--- src/rtl/control_unit_pkg.sv ---
// Shared encodings for the CPU control unit: registers, ALU ops, conditions,
// instruction layout, status flags and FSM states.
package control_unit_pkg;

  typedef enum logic [3:0] {
    R0, R1, R2, R3, R4, R5, R6, R7, R8, R9, R10, R11, R12, SP, LR, PC
  } reg_e;

  typedef enum logic [3:0] {
    ALU_AND, ALU_OR, ALU_XOR, ALU_NOT, ALU_ADD, ALU_ADC, ALU_SUB, ALU_SBC,
    ALU_LSL, ALU_LSR, ALU_ASR, ALU_ROR, ALU_MOV, ALU_CMP, ALU_TST, ALU_NEG
  } alu_op_e;

  typedef enum logic [3:0] {
    COND_NONE = 4'd0,
    COND_EQ   = 4'd1,
    COND_NE   = 4'd2,
    COND_LT   = 4'd3,
    COND_GE   = 4'd4,
    COND_CS   = 4'd5,
    COND_CC   = 4'd6
  } cond_e;

  typedef struct packed {
    logic negative;
    logic zero;
    logic carry;
    logic overflow;
  } status_t;

  typedef struct packed {
    logic immediate;
    logic reverse;
    logic load;
    logic set_status;
  } alu_flags_t;

  typedef struct packed {
    alu_flags_t flags;
    reg_e       reg_a;
    reg_e       reg_b;
    logic [3:0] rsvd;
    reg_e       reg_c;
  } alu_params_t;

  typedef union packed {
    alu_params_t alu_op;
    logic [19:0] raw;
  } params_t;

  typedef struct packed {
    cond_e      condition;
    logic [7:0] instruction;
    params_t    params;
  } ir_t;

  typedef enum logic [1:0] {
    ST_STOP,
    ST_FETCH,
    ST_EXECUTE
  } state_e;

  localparam int unsigned DATA_W   = 32;
  localparam int unsigned COUNT_W  = 8;
  localparam logic [7:0]  OP_ALU_LIMIT = 8'h10;
  localparam logic [7:0]  OP_LD    = 8'h10;
  localparam logic [7:0]  OP_ST    = 8'h11;
  localparam logic [7:0]  OP_PUSH  = 8'h12;
  localparam logic [7:0]  OP_POP   = 8'h13;
  localparam logic [7:0]  OP_HALT  = 8'h1F;
  localparam logic [DATA_W-1:0] IMM_MASK = 32'h0000_00FF;

  // Condition codes not listed evaluate false so the instruction is skipped.
  function automatic logic cond_met(input cond_e c, input status_t s);
    case (c)
      COND_NONE: cond_met = 1'b1;
      COND_EQ:   cond_met = s.zero;
      COND_NE:   cond_met = !s.zero;
      COND_LT:   cond_met = s.negative != s.overflow;
      COND_GE:   cond_met = s.negative == s.overflow;
      COND_CS:   cond_met = s.carry;
      COND_CC:   cond_met = !s.carry;
      default:   cond_met = 1'b0;
    endcase
  endfunction

endpackage

--- src/rtl/control_unit.sv ---
// CPU control unit: STOP/FETCH/EXECUTE sequencer with combinational strobe
// decode from the current state and instruction register.
module control_unit
  import control_unit_pkg::*;
(
  input  logic                clk,
  input  logic                rst,
  input  logic                start,
  input  ir_t                 ir,
  input  status_t             status,
  output logic                mem_rd,
  output logic                mem_wr,
  output logic [DATA_W-1:0]   a_reg_mask,
  output logic [DATA_W-1:0]   b_reg_mask,
  output logic                oe_a_reg_file,
  output logic                oe_b_reg_file,
  output logic                ld_reg_file,
  output reg_e                sel_a_reg_file,
  output reg_e                sel_b_reg_file,
  output reg_e                sel_in_reg_file,
  output logic [COUNT_W-1:0]  count_a_reg_file,
  output logic [COUNT_W-1:0]  count_b_reg_file,
  output logic                pre_count_a_reg_file,
  output logic                pre_count_b_reg_file,
  output logic                post_count_a_reg_file,
  output logic                post_count_b_reg_file,
  output logic                oe_a_ir,
  output logic                oe_b_ir,
  output logic                ld_ir,
  output logic                ld_status,
  output logic                oe_mdr,
  output logic                ld_mdr,
  output logic                oe_mar,
  output logic                ld_mar,
  output logic                oe_alu,
  output alu_op_e             alu_op
);

  state_e      state_q, state_d;
  alu_params_t p;
  logic        cond_ok;
  logic        unused_rsvd;

  assign p           = ir.params.alu_op;
  assign cond_ok     = cond_met(ir.condition, status);
  assign unused_rsvd = ^p.rsvd;

  always_ff @(posedge clk or posedge rst) begin
    if (rst) state_q <= ST_STOP;
    else     state_q <= state_d;
  end

  always_comb begin
    state_d               = state_q;
    mem_rd                = 1'b0;
    mem_wr                = 1'b0;
    a_reg_mask            = '0;
    b_reg_mask            = '0;
    oe_a_reg_file         = 1'b0;
    oe_b_reg_file         = 1'b0;
    ld_reg_file           = 1'b0;
    sel_a_reg_file        = R0;
    sel_b_reg_file        = R0;
    sel_in_reg_file       = R0;
    count_a_reg_file      = '0;
    count_b_reg_file      = '0;
    pre_count_a_reg_file  = 1'b0;
    pre_count_b_reg_file  = 1'b0;
    post_count_a_reg_file = 1'b0;
    post_count_b_reg_file = 1'b0;
    oe_a_ir               = 1'b0;
    oe_b_ir               = 1'b0;
    ld_ir                 = 1'b0;
    ld_status             = 1'b0;
    oe_mdr                = 1'b0;
    ld_mdr                = 1'b0;
    oe_mar                = 1'b0;
    ld_mar                = 1'b0;
    oe_alu                = 1'b0;
    alu_op                = ALU_AND;

    case (state_q)
      ST_STOP: begin
        if (start) state_d = ST_FETCH;
      end
      ST_FETCH: begin
        sel_b_reg_file        = PC;
        oe_b_reg_file         = 1'b1;
        mem_rd                = 1'b1;
        ld_ir                 = 1'b1;
        count_b_reg_file      = COUNT_W'(1);
        post_count_b_reg_file = 1'b1;
        state_d               = ST_EXECUTE;
      end
      ST_EXECUTE: begin
        state_d = ST_FETCH;
        if (cond_ok) begin
          if (ir.instruction < OP_ALU_LIMIT) begin
            // Reverse puts the second operand (reg_c or immediate) on bus A.
            alu_op          = alu_op_e'(ir.instruction[3:0]);
            oe_alu          = 1'b1;
            sel_in_reg_file = p.reg_a;
            ld_reg_file     = p.flags.load;
            ld_status       = p.flags.set_status;
            if (!p.flags.reverse) begin
              sel_a_reg_file = p.reg_b;
              oe_a_reg_file  = 1'b1;
              if (p.flags.immediate) begin
                oe_b_ir    = 1'b1;
                b_reg_mask = IMM_MASK;
              end else begin
                sel_b_reg_file = p.reg_c;
                oe_b_reg_file  = 1'b1;
              end
            end else begin
              sel_b_reg_file = p.reg_b;
              oe_b_reg_file  = 1'b1;
              if (p.flags.immediate) begin
                oe_a_ir    = 1'b1;
                a_reg_mask = IMM_MASK;
              end else begin
                sel_a_reg_file = p.reg_c;
                oe_a_reg_file  = 1'b1;
              end
            end
          end else begin
            case (ir.instruction)
              OP_LD: begin
                sel_b_reg_file  = p.reg_b;
                oe_b_reg_file   = 1'b1;
                mem_rd          = 1'b1;
                sel_in_reg_file = p.reg_a;
                ld_reg_file     = 1'b1;
              end
              OP_ST: begin
                sel_b_reg_file = p.reg_b;
                oe_b_reg_file  = 1'b1;
                sel_a_reg_file = p.reg_a;
                oe_a_reg_file  = 1'b1;
                mem_wr         = 1'b1;
              end
              OP_PUSH: begin
                sel_b_reg_file       = SP;
                oe_b_reg_file        = 1'b1;
                count_b_reg_file     = 8'hFF;
                pre_count_b_reg_file = 1'b1;
                sel_a_reg_file       = p.reg_a;
                oe_a_reg_file        = 1'b1;
                mem_wr               = 1'b1;
              end
              OP_POP: begin
                sel_b_reg_file        = SP;
                oe_b_reg_file         = 1'b1;
                count_b_reg_file      = COUNT_W'(1);
                post_count_b_reg_file = 1'b1;
                mem_rd                = 1'b1;
                sel_in_reg_file       = p.reg_a;
                ld_reg_file           = 1'b1;
              end
              OP_HALT: state_d = ST_STOP;
              default: ;
            endcase
          end
        end
      end
      default: state_d = ST_STOP;
    endcase
  end

endmodule

--- config.mk ---
export PLATFORM = sky130hd
export DESIGN_NAME = control_unit
export DESIGN_NICKNAME = d
export VERILOG_FILES = /design/src/rtl/control_unit_pkg.sv /design/src/rtl/control_unit.sv
export SDC_FILE = /design/constraint.sdc
export NUM_CORES = 1
export LEC_CHECK = 0
export ABC_AREA = 0
export CAP_MARGIN = 5
export CORE_MARGIN = 2
export CORE_UTILIZATION = 26
export CTS_CLUSTER_DIAMETER = 30
export DETAILED_ROUTE_END_ITERATION = 8
export PLACE_DENSITY_LB_ADDON = 0.05
export SLEW_MARGIN = 20
export SYNTH_ARGS = -nofsm -noshare
export SYNTH_HDL_FRONTEND = slang
export SYNTH_SLANG_ARGS = --single-unit
export TNS_END_PERCENT = 20
--- constraint.sdc ---
create_clock -name clk -period 2 [get_ports clk]
set_input_delay 0.2 -clock clk [delete_from_list [all_inputs] [get_ports clk]]
set_output_delay 0.2 -clock clk [all_outputs]
set_load 0.005 [all_outputs]
==> impl_results.md, run 1 <==
- Buffers and inverters on the worst path: 4
- Summed instance area of the synthesized netlist: 1420 µm²
- Maximum fanout along the worst path: 7
- Post-Syn Instances: 197
- Post-detailed-route wirelength per cell: 12.26 µm
- Leakage: 1.403 nW
- Total clock sinks: 2
- Final instance area: 2490 µm²
- Kind of critical path: reg -> out
- GR Util met1: 16.83%
- Detailed-route vias per instance: 4.114
- Antenna Diode Count: 0
- Flop pwr share: 6.7%
- Layer carrying the most global-route usage: met2
- Setup repair after global routing missed its margin: yes
- Number of remaining DRC errors: 0
- Pre-CTS setup slack: -0.8209 ns
- Yosys top cell area share: 44.41%
- Detail Route Antenna Nets: 0
- Max-slew headroom: 63.37%
- Average size of a mapped cell: 7.209 µm²
- Number of global-route vias before repair: 1402
- Top-level port count: 153
- Count of filler cells inserted in the layout: 534
- Area growth from synthesis to final layout: 75.33%
- Crit path capture type: output port
- Total congestion overflow: 0
- Hold Fails Final Rpt: 0
- Switching power total: 0.4629 mW
- Total GRT Usage: 13.70%
- HPWL after DPL: 3501 µm
- Violated checks: setup timing
- Count of final max-slew check failures: 0
- Main synth FF type: sky130_fd_sc_hd__dfrtp_1
- Final net count: 352
- Combined area of the multi-input logic cells: 1125 µm²
- Post-place instance area: 2211 µm²
- Via count of the routed design: 1551
- Number of endpoints failing setup at the final stage: 42
- Die Outline Area: 6069 µm²
- Number of flops mapped to enable cells by yosys: 0
- Power density normalized to cell area: 436.3 nW/µm²
- Synth warn: 0
- Register bit count reported by yosys: 2
- Worst path max stage delay: 0.57 ns
- Maximum root-to-sink buffer count: 2
- Data required time at the worst endpoint: 1.80 ns
- Master cell of the clock root buffer: sky130_fd_sc_hd__clkbuf_8
- Maximum number of pins on one net before global-route repair: 18
- Peak Freq: 0.4375 GHz
- Fraction of the yosys area taken by sequential cells: 3.524%
- Fraction of the cycle the final worst path needs: 114.3%
- Number of design-rule violations left by the first detailed-router iteration: 32
- Clk Latency, worst-skew pair: 0.21 ns
- Largest register FFs: 2
- Sequential Area: 50.05 µm²
- DR pass1 iterations: 4
- Min-Delay Path Class: in -> async
- Largest registers: state_q x2
- Chip height: 77.91 µm
- Clock network fraction of design power: 14.7%
- Post-route setup slack: -0.2859 ns
- Crit-path cells: inv_2 -> ha_4 -> nand2b_4 -> or4_4 -> buf_12 -> buf_16 -> o31ai_2 -> buf_2
- Unique masters post-synth: 41
- Core Region: 5205 µm²
- Maximum capacitance violations: 0
- Final core occ: 47.84%
- GR Layer Usage met2: 25.00%
- Launching element type of the critical path: register
- Layout cells sized above 1: 44.95%
- Worst hold margin: 0.1352 ns
- Final Total Pwr: 1.086 mW
- Measured slew at the worst slew-check pin: 0.5457 ns
- IO buf count: 86
- Comb pwr share: 78.5%
- Worst path arrival time: 2.09 ns
- Post-Route Skew: 0.001170 ns
- Global-route met3 utilization: 2.326%
- Outcome: finished, violations left
- Core Rows: 26
- Starting density of the core: 27.28%
- Chip width: 77.91 µm
- Register-to-register setup slack: 0.65 ns
- Leading post-synthesis cells by cell area: sky130_fd_sc_hd__buf_4 44%, sky130_fd_sc_hd__dfrtp_1 3.5%, sky130_fd_sc_hd__ha_1 3.5%
- Gpl congestion: 0.7976
- Cts bufs inserted: 3
- Total detailed-routing wirelength: 4623 µm
- Min cycle time layout: 2.286 ns
- Largest register by flop count: state_q
- Share of async-settable or async-resettable flops after synthesis: 100.0%
- Antenna violations before repair: 0
- First-pass GRT wire length: 6831 µm
- Internal power summed over all cells: 0.6235 mW
- Worst path slowest cell: sky130_fd_sc_hd__or4_4
- Family of cells with the greatest summed delay on the critical path: simple AND/OR/NAND/NOR gates
- Synth area leader: sky130_fd_sc_hd__buf_4
- CTS H-tree depth: 1
- Net switching fraction of the power: 42.61%
- Clock tree from TritonCTS: built
- Clock transition at the registers of the reported paths: 0.03 ns
- Peak VDD IR: 0.6936 mV
==> power groups by stage <==
stage               Clock [mW]  Combinational, mW  Sequential, mW
finish                   0.160              0.853          0.0732
global route             0.174              0.934          0.0761
CTS                      0.165              0.807          0.0733
detailed placement           0              0.728          0.0680
global placement             0              0.723          0.0686
floorplan                    0              0.390          0.0704
==> cells in the mapped netlist (4+ instances only) <==
master,n
sky130_fd_sc_hd__nor2_1,9
sky130_fd_sc_hd__nand4_1,5
sky130_fd_sc_hd__nand2_1,6
sky130_fd_sc_hd__o211a_1,4
sky130_fd_sc_hd__nand2b_1,4
sky130_fd_sc_hd__inv_1,5
sky130_fd_sc_hd__o31ai_1,5
sky130_fd_sc_hd__and3_1,7
sky130_fd_sc_hd__nor3_1,4
sky130_fd_sc_hd__a21oi_1,5
sky130_fd_sc_hd__buf_4,84
sky130_fd_sc_hd__o21ai_0,6
sky130_fd_sc_hd__ha_1,4
==> final timing paths <==
path | cells past startpoint | startpoint | to
hold reg to reg | 4 | state_q[0] | state_q[0]
min in group clk | 5 | ir[29] | state_q[0]
setup reg to reg | 7 | state_q[0] | state_q[0]
max in group asynchronous | 2 | rst | state_q[1]
setup / recovery | 8 | state_q[0] | sel_b_reg_file[1]
hold / removal | 2 | rst | state_q[0]
==> cell families after synthesis <==
kind of cell    synth area share, %
fa+ha+maj                     3.524
simple gates                  24.76
buf+inv                       48.46
other cells                  0.2641
flops                         3.524
xor+xnor                      1.234
mux                           3.084
compound gates                15.16
==> through the flow <==
step	setup TNS, ns	cells
detailed placement	-37.48	357
finish	-8.548	377
global placement	-36.78	357
global route	-12.65	377
floorplan	-0.4799	258
CTS	-12.19	372
==> cell type report <==
type	count	area share, %
Clock buffer	3	1.658
Inverter	5	0.7538
Multi-Input combinational cell	160	45.18
Sequential cell	2	2.010
Tap cell	70	3.518
Timing Repair Buffer	137	46.88
==> cells in the final DEF (no fill, tap or decap), types with 3 or more instances in the layout <==
master / count
sky130_fd_sc_hd__a22oi_1: 3
sky130_fd_sc_hd__o211a_1: 4
sky130_fd_sc_hd__buf_2: 30
sky130_fd_sc_hd__nor4_4: 3
sky130_fd_sc_hd__buf_4: 38
sky130_fd_sc_hd__buf_6: 21
sky130_fd_sc_hd__nor2_2: 3
sky130_fd_sc_hd__clkbuf_8: 3
sky130_fd_sc_hd__dlygate4sd2_1: 6
sky130_fd_sc_hd__a21oi_1: 5
sky130_fd_sc_hd__and3_1: 6
sky130_fd_sc_hd__nor2_1: 3
sky130_fd_sc_hd__nor3_4: 3
sky130_fd_sc_hd__ha_1: 3
sky130_fd_sc_hd__o21ai_2: 3
sky130_fd_sc_hd__nor2b_1: 3
sky130_fd_sc_hd__nor2_4: 3
sky130_fd_sc_hd__mux2_2: 3
sky130_fd_sc_hd__conb_1: 62
sky130_fd_sc_hd__inv_1: 4
sky130_fd_sc_hd__nand4_1: 5
sky130_fd_sc_hd__nand2b_1: 3
sky130_fd_sc_hd__clkdlybuf4s50_1: 26
sky130_fd_sc_hd__dlymetal6s2s_1: 6
sky130_fd_sc_hd__clkbuf_2: 6
sky130_fd_sc_hd__nand2_1: 5
sky130_fd_sc_hd__nand3b_1: 3
==> repair_timing <==
item,4_1_cts,5_1_grt
buffers inserted,9,7
pin swaps,18,8
hold buffers,0,0
gates resized for setup,216,42
cloned,3,0
setup endpoints to repair,51,51
==> layer usage <==
metal  vias up  wire (µm)
met2        82       2387
met1       703       1823
met4         0         14
met3         2        398
met5         -          0
li1        764          -
Power figures use the tool's default switching activity.
==> inputs of run 2 (changes only) <==
--- a/config.mk
+++ b/config.mk
@@ -7,11 +7,13 @@
 export LEC_CHECK = 0
 export ABC_AREA = 0
 export CAP_MARGIN = 5
+export CELL_PAD_IN_SITES_DETAIL_PLACEMENT = 1
+export CELL_PAD_IN_SITES_GLOBAL_PLACEMENT = 1
 export CORE_MARGIN = 2
-export CORE_UTILIZATION = 26
+export CORE_UTILIZATION = 16
 export CTS_CLUSTER_DIAMETER = 30
 export DETAILED_ROUTE_END_ITERATION = 8
-export PLACE_DENSITY_LB_ADDON = 0.05
+export PLACE_DENSITY = 0.83
 export SLEW_MARGIN = 20
 export SYNTH_ARGS = -nofsm -noshare
 export SYNTH_HDL_FRONTEND = slang
==> run 2 against run 1 <==
The flow still finishes with violations (setup timing); setup slack improved by 0.0083 ns; core utilization fell by 18 points; clock skew is essentially flat; count of clock-buffer cells in the layout did not move; sequential cell count unchanged; cell area increased by 4.0%; largest power group unchanged; highest routed layer unchanged.
==> impl_results.md, run 2 (same netlist as run 1, synthesis figures left out) <==
- Outcome: finished, violations left
- Violated checks: setup timing
- Startpoint of the lowest-slack register-to-register path: state_q[1]
- Number of remaining DRC errors: 0 (unchanged)
- First-pass GRT wire length: 8383 µm (+23%)
- Crit path capture type: output port
- Number of global-route vias before repair: 1616 (+15%)
- Largest register by flop count: state_q
- Post-place instance area: 2206 µm² (-0.23%)
- Peak Freq: 0.4391 GHz (+0.36%)
- Detailed-route vias per instance: 3.843 (-6.6%)
- Peak VDD IR: 0.3043 mV (-56%)
- DR pass1 iterations: 3 (-1)
- Top-level port count: 153 (unchanged)
- Total detailed-routing wirelength: 5687 µm (+23%)
- Total clock sinks: 2 (unchanged)
- HPWL after DPL: 4278 µm (+22%)
- Leakage: 1.329 nW (-5.3%)
- Max-slew headroom: 52.71% (-11 points)
- Worst Reg-to-Reg Cells: 6 (-1)
- Core Region: 8678 µm² (+67%)
- Commonest cells after routing, fill and taps aside: 62 x sky130_fd_sc_hd__conb_1, 34 x sky130_fd_sc_hd__buf_6, 34 x sky130_fd_sc_hd__buf_4
- Maximum capacitance violations: 0 (unchanged)
- Reg2Reg Capture Point: state_q[0]
- Final net count: 350 (-0.57%)
- Antenna violations before repair: 0 (unchanged)
- Min-Delay Path Class: in -> async
- Post-Route Skew: 0.001094 ns (-0.00007595 ns)
- Chip width: 98.21 µm (+26%)
- IO buf count: 86 (unchanged)
- Largest registers: state_q x2
- Measured slew at the worst slew-check pin: 0.7019 ns (+0.1562 ns)
- Via count of the routed design: 1587 (+2.3%)
- Maximum root-to-sink buffer count: 2 (unchanged)
- Data required time at the worst endpoint: 1.80 ns (about the same)
- Min cycle time layout: 2.278 ns (-0.008308 ns)
- Detail Route Antenna Nets: 0 (unchanged)
- Fraction of the cycle the final worst path needs: 113.9% (-0.42 points)
- Setup repair after global routing missed its margin: yes
- Core Rows: 34 (+31%)
- Clock transition at the registers of the reported paths: 0.03 ns (about the same)
- Area growth from synthesis to final layout: 82.38%
- Kind of critical path: reg -> out
- Most common cell after layout, fill and taps aside: sky130_fd_sc_hd__conb_1
- Hold Fails Final Rpt: 0 (unchanged)
- Number of endpoints failing setup at the final stage: 42 (unchanged)
- Clk Latency, worst-skew pair: 0.21 ns (about the same)
- Starting density of the core: 16.36% (-11 points)
- Layout cells sized above 1: 48.52% (+3.6 points)
- Worst path arrival time: 2.08 ns (about the same)
- Chip height: 98.21 µm (+26%)
- Count of final max-slew check failures: 0 (unchanged)
- Fin Setup TNS: -7.566 ns (+0.9818 ns)
- Largest register FFs: 2 (unchanged)
- CTS H-tree depth: 1 (unchanged)
- Cts bufs inserted: 3 (unchanged)
- Total congestion overflow: 0 (unchanged)
- Maximum fanout along the worst path: 5 (-2)
- Die Outline Area: 9645 µm² (+59%)
- CTS Hold Bufs: 0 (unchanged)
- Register-to-register setup slack: 0.65 ns (about the same)
- Master cell of the clock root buffer: sky130_fd_sc_hd__clkbuf_8
- Total GRT Usage: 10.73% (-3.0 points)
- Clock tree from TritonCTS: built
- Number of placed instances, taps included: 388 (+8.7%)
- Final instance area: 2590 µm² (+4.0%)
- Antenna Diode Count: 0 (unchanged)
- Power density normalized to cell area: 420.3 nW/µm² (-3.7%)
- Count of filler cells inserted in the layout: 1061 (+99%)
- Gpl congestion: 0.7689 (-3.6%)
- Post-route setup slack: -0.2775 ns (+0.008308 ns)
- Launching element type of the critical path: register
- Final non-filler cell total: 413 (+9.5%)
- Maximum number of pins on one net before global-route repair: 18 (unchanged)
- Number of design-rule violations left by the first detailed-router iteration: 22 (-31%)
- Pre-CTS setup slack: -0.9300 ns (-0.1090 ns)
- Post-detailed-route wirelength per cell: 13.77 µm (+12%)
## run 2: stage by stage
step / total power, mW / utilization (%) / hold slack (ns)
after global routing: 1.178 / 29.84 / 0.1564
after floorplan: 0.4600 / - / -0.05882
after detailed placement: 0.8051 / 25.42 / 0.3657
after CTS: 1.051 / 27.94 / 0.1426
final: 1.088 / 29.84 / 0.1449
after global placement: 0.7869 / 25.42 / 0.3633
## run 2: worst max-delay path, cell delays in order (launching register included)
cell	delay (ns)
sky130_fd_sc_hd__dfrtp_1	0.38
sky130_fd_sc_hd__inv_2	0.09
sky130_fd_sc_hd__ha_4	0.15
sky130_fd_sc_hd__nand2b_4	0.06
sky130_fd_sc_hd__buf_6	0.11
sky130_fd_sc_hd__or4_4	0.58
sky130_fd_sc_hd__buf_6	0.15
sky130_fd_sc_hd__nor2_4	0.12
sky130_fd_sc_hd__buf_6	0.14
sky130_fd_sc_hd__buf_6	0.09
## run 2: what timing repair did
| action | in CTS | in global routing |
|---|---|---|
| buffers inserted | 19 | 1 |
| cloned | 3 | 0 |
| hold endpoints to repair | 0 | 0 |
| setup endpoints to repair | 51 | 52 |
| gates resized for setup | 251 | 60 |
| pin swaps | 19 | 15 |
## run 2: final cells by class
class                      count  area [µm²]  area share, %
timing repair buffer         135        1177          45.46
multi-input combinational    160        1167          45.07
tap                          108       135.1          5.217
sequential                     2       50.05          1.932
clock buffer                   3       41.29          1.594
inverter                       5       18.77         0.7246
## run 2: how the worst max path moves through the flow
stage,from,end,depth (start not counted)
4_1_cts,state_q[0],pre_count_b_reg_file,9
3_5_place_dp,status[0],count_b_reg_file[1],6
2_1_floorplan,state_q[0],b_reg_mask[0],7
3_3_place_gp,status[0],count_b_reg_file[2],6
6_report,state_q[0],b_reg_mask[4],9
5_1_grt,state_q[0],b_reg_mask[3],9
## run 2: routing by layer
layer  part of all wire (%)  track usage (%)  wire [µm]
met1                     35            11.17       2004
met2                     57            22.50       3238
met3                    6.9            1.288        392
met4                   0.91            2.213         52
met5                      0                0          0
## run 2: power by group
group	switching, mW	internal (mW)
clock	0.0301	0.127
sequential	0.0172	0.0589
combinational	0.433	0.423
==> inputs of run 3 (changes only) <==
--- a/config.mk
+++ b/config.mk
@@ -13,7 +13,7 @@
 export CORE_UTILIZATION = 16
 export CTS_CLUSTER_DIAMETER = 30
 export DETAILED_ROUTE_END_ITERATION = 8
-export PLACE_DENSITY = 0.83
+export PLACE_DENSITY_LB_ADDON = 0.1
 export SLEW_MARGIN = 20
 export SYNTH_ARGS = -nofsm -noshare
 export SYNTH_HDL_FRONTEND = slang
==> run 3 against run 2 <==
The flow still finishes with violations (setup timing); via count increased by 4.2%; non-clock buffer count increased by 18; register-to-register slack improved by 0.06 ns; global-route usage increased by 0.53 points; clock skew about the same; first-iteration DRC count unchanged; core utilization increased by 1.1 points; routed wire length increased by 0.62%; critical endpoint is now a_reg_mask[0]; largest cell class unchanged; highest routed layer unchanged.
==> impl_results.md, run 3 (same netlist as run 1, synthesis figures left out) <==
- Outcome: finished, violations left
- Violated checks: setup timing
- Count of final max-slew check failures: 0 (unchanged)
- HPWL after DPL: 4266 µm (-0.28%)
- Clock tree from TritonCTS: built
- Crit path capture type: output port
- Hold Fails Final Rpt: 0 (unchanged)
- Worst path max stage delay: 0.59 ns (about the same)
- Detailed-route vias per instance: 3.835 (-0.19%)
- Switching power total: 0.4871 mW (+1.5%)
- Peak VDD IR: 0.5115 mV (+68%)
- Chip height: 98.21 µm (unchanged)
- Family of cells with the greatest summed delay on the critical path: simple AND/OR/NAND/NOR gates
- Kind of critical path: in -> out
- Final net count: 368 (+5.1%)
- Area growth from synthesis to final layout: 88.81%
- Antenna violations before repair: 0 (unchanged)
- Worst path arrival time: 2.03 ns (-0.05 ns)
- Total detailed-routing wirelength: 5722 µm (+0.62%)
- Timing startpoint of the critical path: status[3]
- Master cell of the clock root buffer: sky130_fd_sc_hd__clkbuf_8
- Min-Delay Path Class: in -> async
- Net switching fraction of the power: 41.97% (-2.1 points)
- Clock transition at the registers of the reported paths: 0.03 ns (about the same)
- Post-Route Skew: 0.0006000 ns (-0.0004942 ns)
- Register-to-register setup slack: 0.71 ns (+0.06 ns)
- Number of design-rule violations left by the first detailed-router iteration: 22 (unchanged)
- Chip width: 98.21 µm (unchanged)
- Clk Latency, worst-skew pair: 0.21 ns (about the same)
- Sequential Area: 50.05 µm² (unchanged)
- Final core occ: 30.90% (+1.1 points)
- Fin Setup TNS: -5.269 ns (+2.297 ns)
- Number of remaining DRC errors: 0 (unchanged)
- Via count of the routed design: 1653 (+4.2%)
- Top-level port count: 153 (unchanged)
- Number of endpoints failing setup at the final stage: 39 (-7.1%)
- Count of filler cells inserted in the layout: 1069 (+0.75%)
- Combined area of the multi-input logic cells: 1145 µm² (-1.9%)
- IO buf count: 86 (unchanged)
- Total clock sinks: 2 (unchanged)
- Power density normalized to cell area: 432.9 nW/µm² (+3.0%)
- DR pass1 iterations: 3 (unchanged)
- Clock network fraction of design power: 13.8% (-0.6 points)
- Logic depth of the worst path, buffers included: 10 (+1)
- Peak Freq: 0.4478 GHz (+2.0%)
- Comb pwr share: 79.8% (+1.2 points)
- First-pass GRT wire length: 8845 µm (+5.5%)
- Detail Route Antenna Nets: 0 (unchanged)
- Total GRT Usage: 11.26% (+0.53 points)
- Post-route setup slack: -0.2334 ns (+0.04419 ns)
- Largest register by flop count: state_q
- Largest registers: state_q x2
- Largest register FFs: 2 (unchanged)
- CTS H-tree depth: 1 (unchanged)
- Leakage: 1.381 nW (+3.9%)
- Internal power summed over all cells: 0.6736 mW (+11%)
- Post-detailed-route wirelength per cell: 13.28 µm (-3.6%)
- Fraction of the cycle the final worst path needs: 111.7% (-2.2 points)
- Most common cell after layout, fill and taps aside: sky130_fd_sc_hd__conb_1
- Antenna Diode Count: 0 (unchanged)
- Setup repair after global routing missed its margin: yes
- Buffers and inverters on the worst path: 6 (+1)
- Worst Reg-to-Reg Cells: 6 (unchanged)
- Starting density of the core: 16.36% (unchanged)
- Number of global-route vias before repair: 1666 (+3.1%)
- Maximum number of pins on one net before global-route repair: 15 (-3)
- Maximum root-to-sink buffer count: 2 (unchanged)
- Maximum capacitance violations: 0 (unchanged)
- Min cycle time layout: 2.233 ns (-0.04419 ns)
- Worst setup path end: a_reg_mask[0]
- Post-place instance area: 2273 µm² (+3.1%)
- Commonest cells after routing, fill and taps aside: 62 x sky130_fd_sc_hd__conb_1, 45 x sky130_fd_sc_hd__buf_4, 31 x sky130_fd_sc_hd__buf_2
- Gpl congestion: 0.6813 (-11%)
- Crit-path cells: clkdlybuf4s15_1 -> xnor2_2 -> nor4b_4 -> or4_4 -> buf_6 -> nor3_4 -> buf_6 -> buf_6 -> buf_6 -> buf_6
- Reg2Reg Capture Point: state_q[0]
- Data required time at the worst endpoint: 1.80 ns (about the same)
- Launching element type of the critical path: primary input
- Final instance area: 2681 µm² (+3.5%)
- Worst path slowest cell: sky130_fd_sc_hd__or4_4
- Core Rows: 34 (unchanged)
- Core Region: 8678 µm² (unchanged)
- Startpoint of the lowest-slack register-to-register path: state_q[1]
- CTS Hold Bufs: 0 (unchanged)
- Maximum fanout along the worst path: 3 (-2)
- Cts bufs inserted: 3 (unchanged)
- Flop pwr share: 6.4% (-0.6 points)
- Most frequent cell on the critical path: sky130_fd_sc_hd__buf_6
- Die Outline Area: 9645 µm² (unchanged)
- Total congestion overflow: 0 (unchanged)
- Layout cells sized above 1: 50.46% (+1.9 points)
-- run 3: changes by cell type in the layout (fill, tap and decap cells not counted), sizes merged --
cell           change
buf                +8
clkbuf             -1
clkdlybuf4s15     +10
clkdlybuf4s50      -1
dlygate4sd2        +4
dlymetal6s2s       -2
-- run 3: how the worst min path moves through the flow --
| stage | to | depth (start not counted) |
|---|---|---|
| 2_1_floorplan | state_q[0] | 1 |
| 3_3_place_gp | state_q[1] | 2 |
| 3_5_place_dp | state_q[0] | 2 |
| 4_1_cts | state_q[1] | 2 |
| 5_1_grt | state_q[1] | 2 |
| 6_report | state_q[0] | 2 |
-- run 3: cell type report --
| cell class | count | share of cell area [%] |
|---|---|---|
| repair buffers | 153 | 48.16 |
| multi-input cells | 160 | 42.70 |
| well taps | 108 | 5.040 |
| flip-flops and latches | 2 | 1.867 |
| clock buffers | 3 | 1.540 |
| inverters | 5 | 0.7000 |
-- run 3: metal layers --
metal | up-vias | GRT usage, % | wire (µm) | share of wire, %
li1 | 790 | - | - | -
met3 | 3 | 1.575 | 427 | 7.5
met5 | - | 0 | 0 | 0
met1 | 772 | 14.31 | 2391 | 42
met2 | 88 | 20.81 | 2878 | 50
met4 | 0 | 1.264 | 25 | 0.44
-- run 3: per-stage QoR --
stage | total power, mW | setup WS (ns) | hold slack (ns) | cells
global route | 1.274 | -0.3397 | 0.1652 | 431
global placement | 0.8736 | -0.8803 | 0.3609 | 397
detailed placement | 0.8823 | -0.9166 | 0.3606 | 397
floorplan | 0.4600 | -0.05998 | -0.05882 | 258
finish | 1.161 | -0.2334 | 0.1379 | 431
CTS | 1.147 | -0.2909 | 0.1375 | 429
-- run 3: power groups by stage --
stage,sequential (mW),clock [mW],combinational [mW]
finish,0.0742,0.160,0.927
CTS,0.0752,0.165,0.906
global placement,0.0688,0,0.805
detailed placement,0.0695,0,0.813
floorplan,0.0704,0,0.390
global route,0.0769,0.172,1.02
-- run 3: repair_timing --
item	in CTS	in global routing
setup endpoints to repair	51	51
resized for setup	265	26
pin swaps	21	4
setup buffers	26	3
cloned	3	0
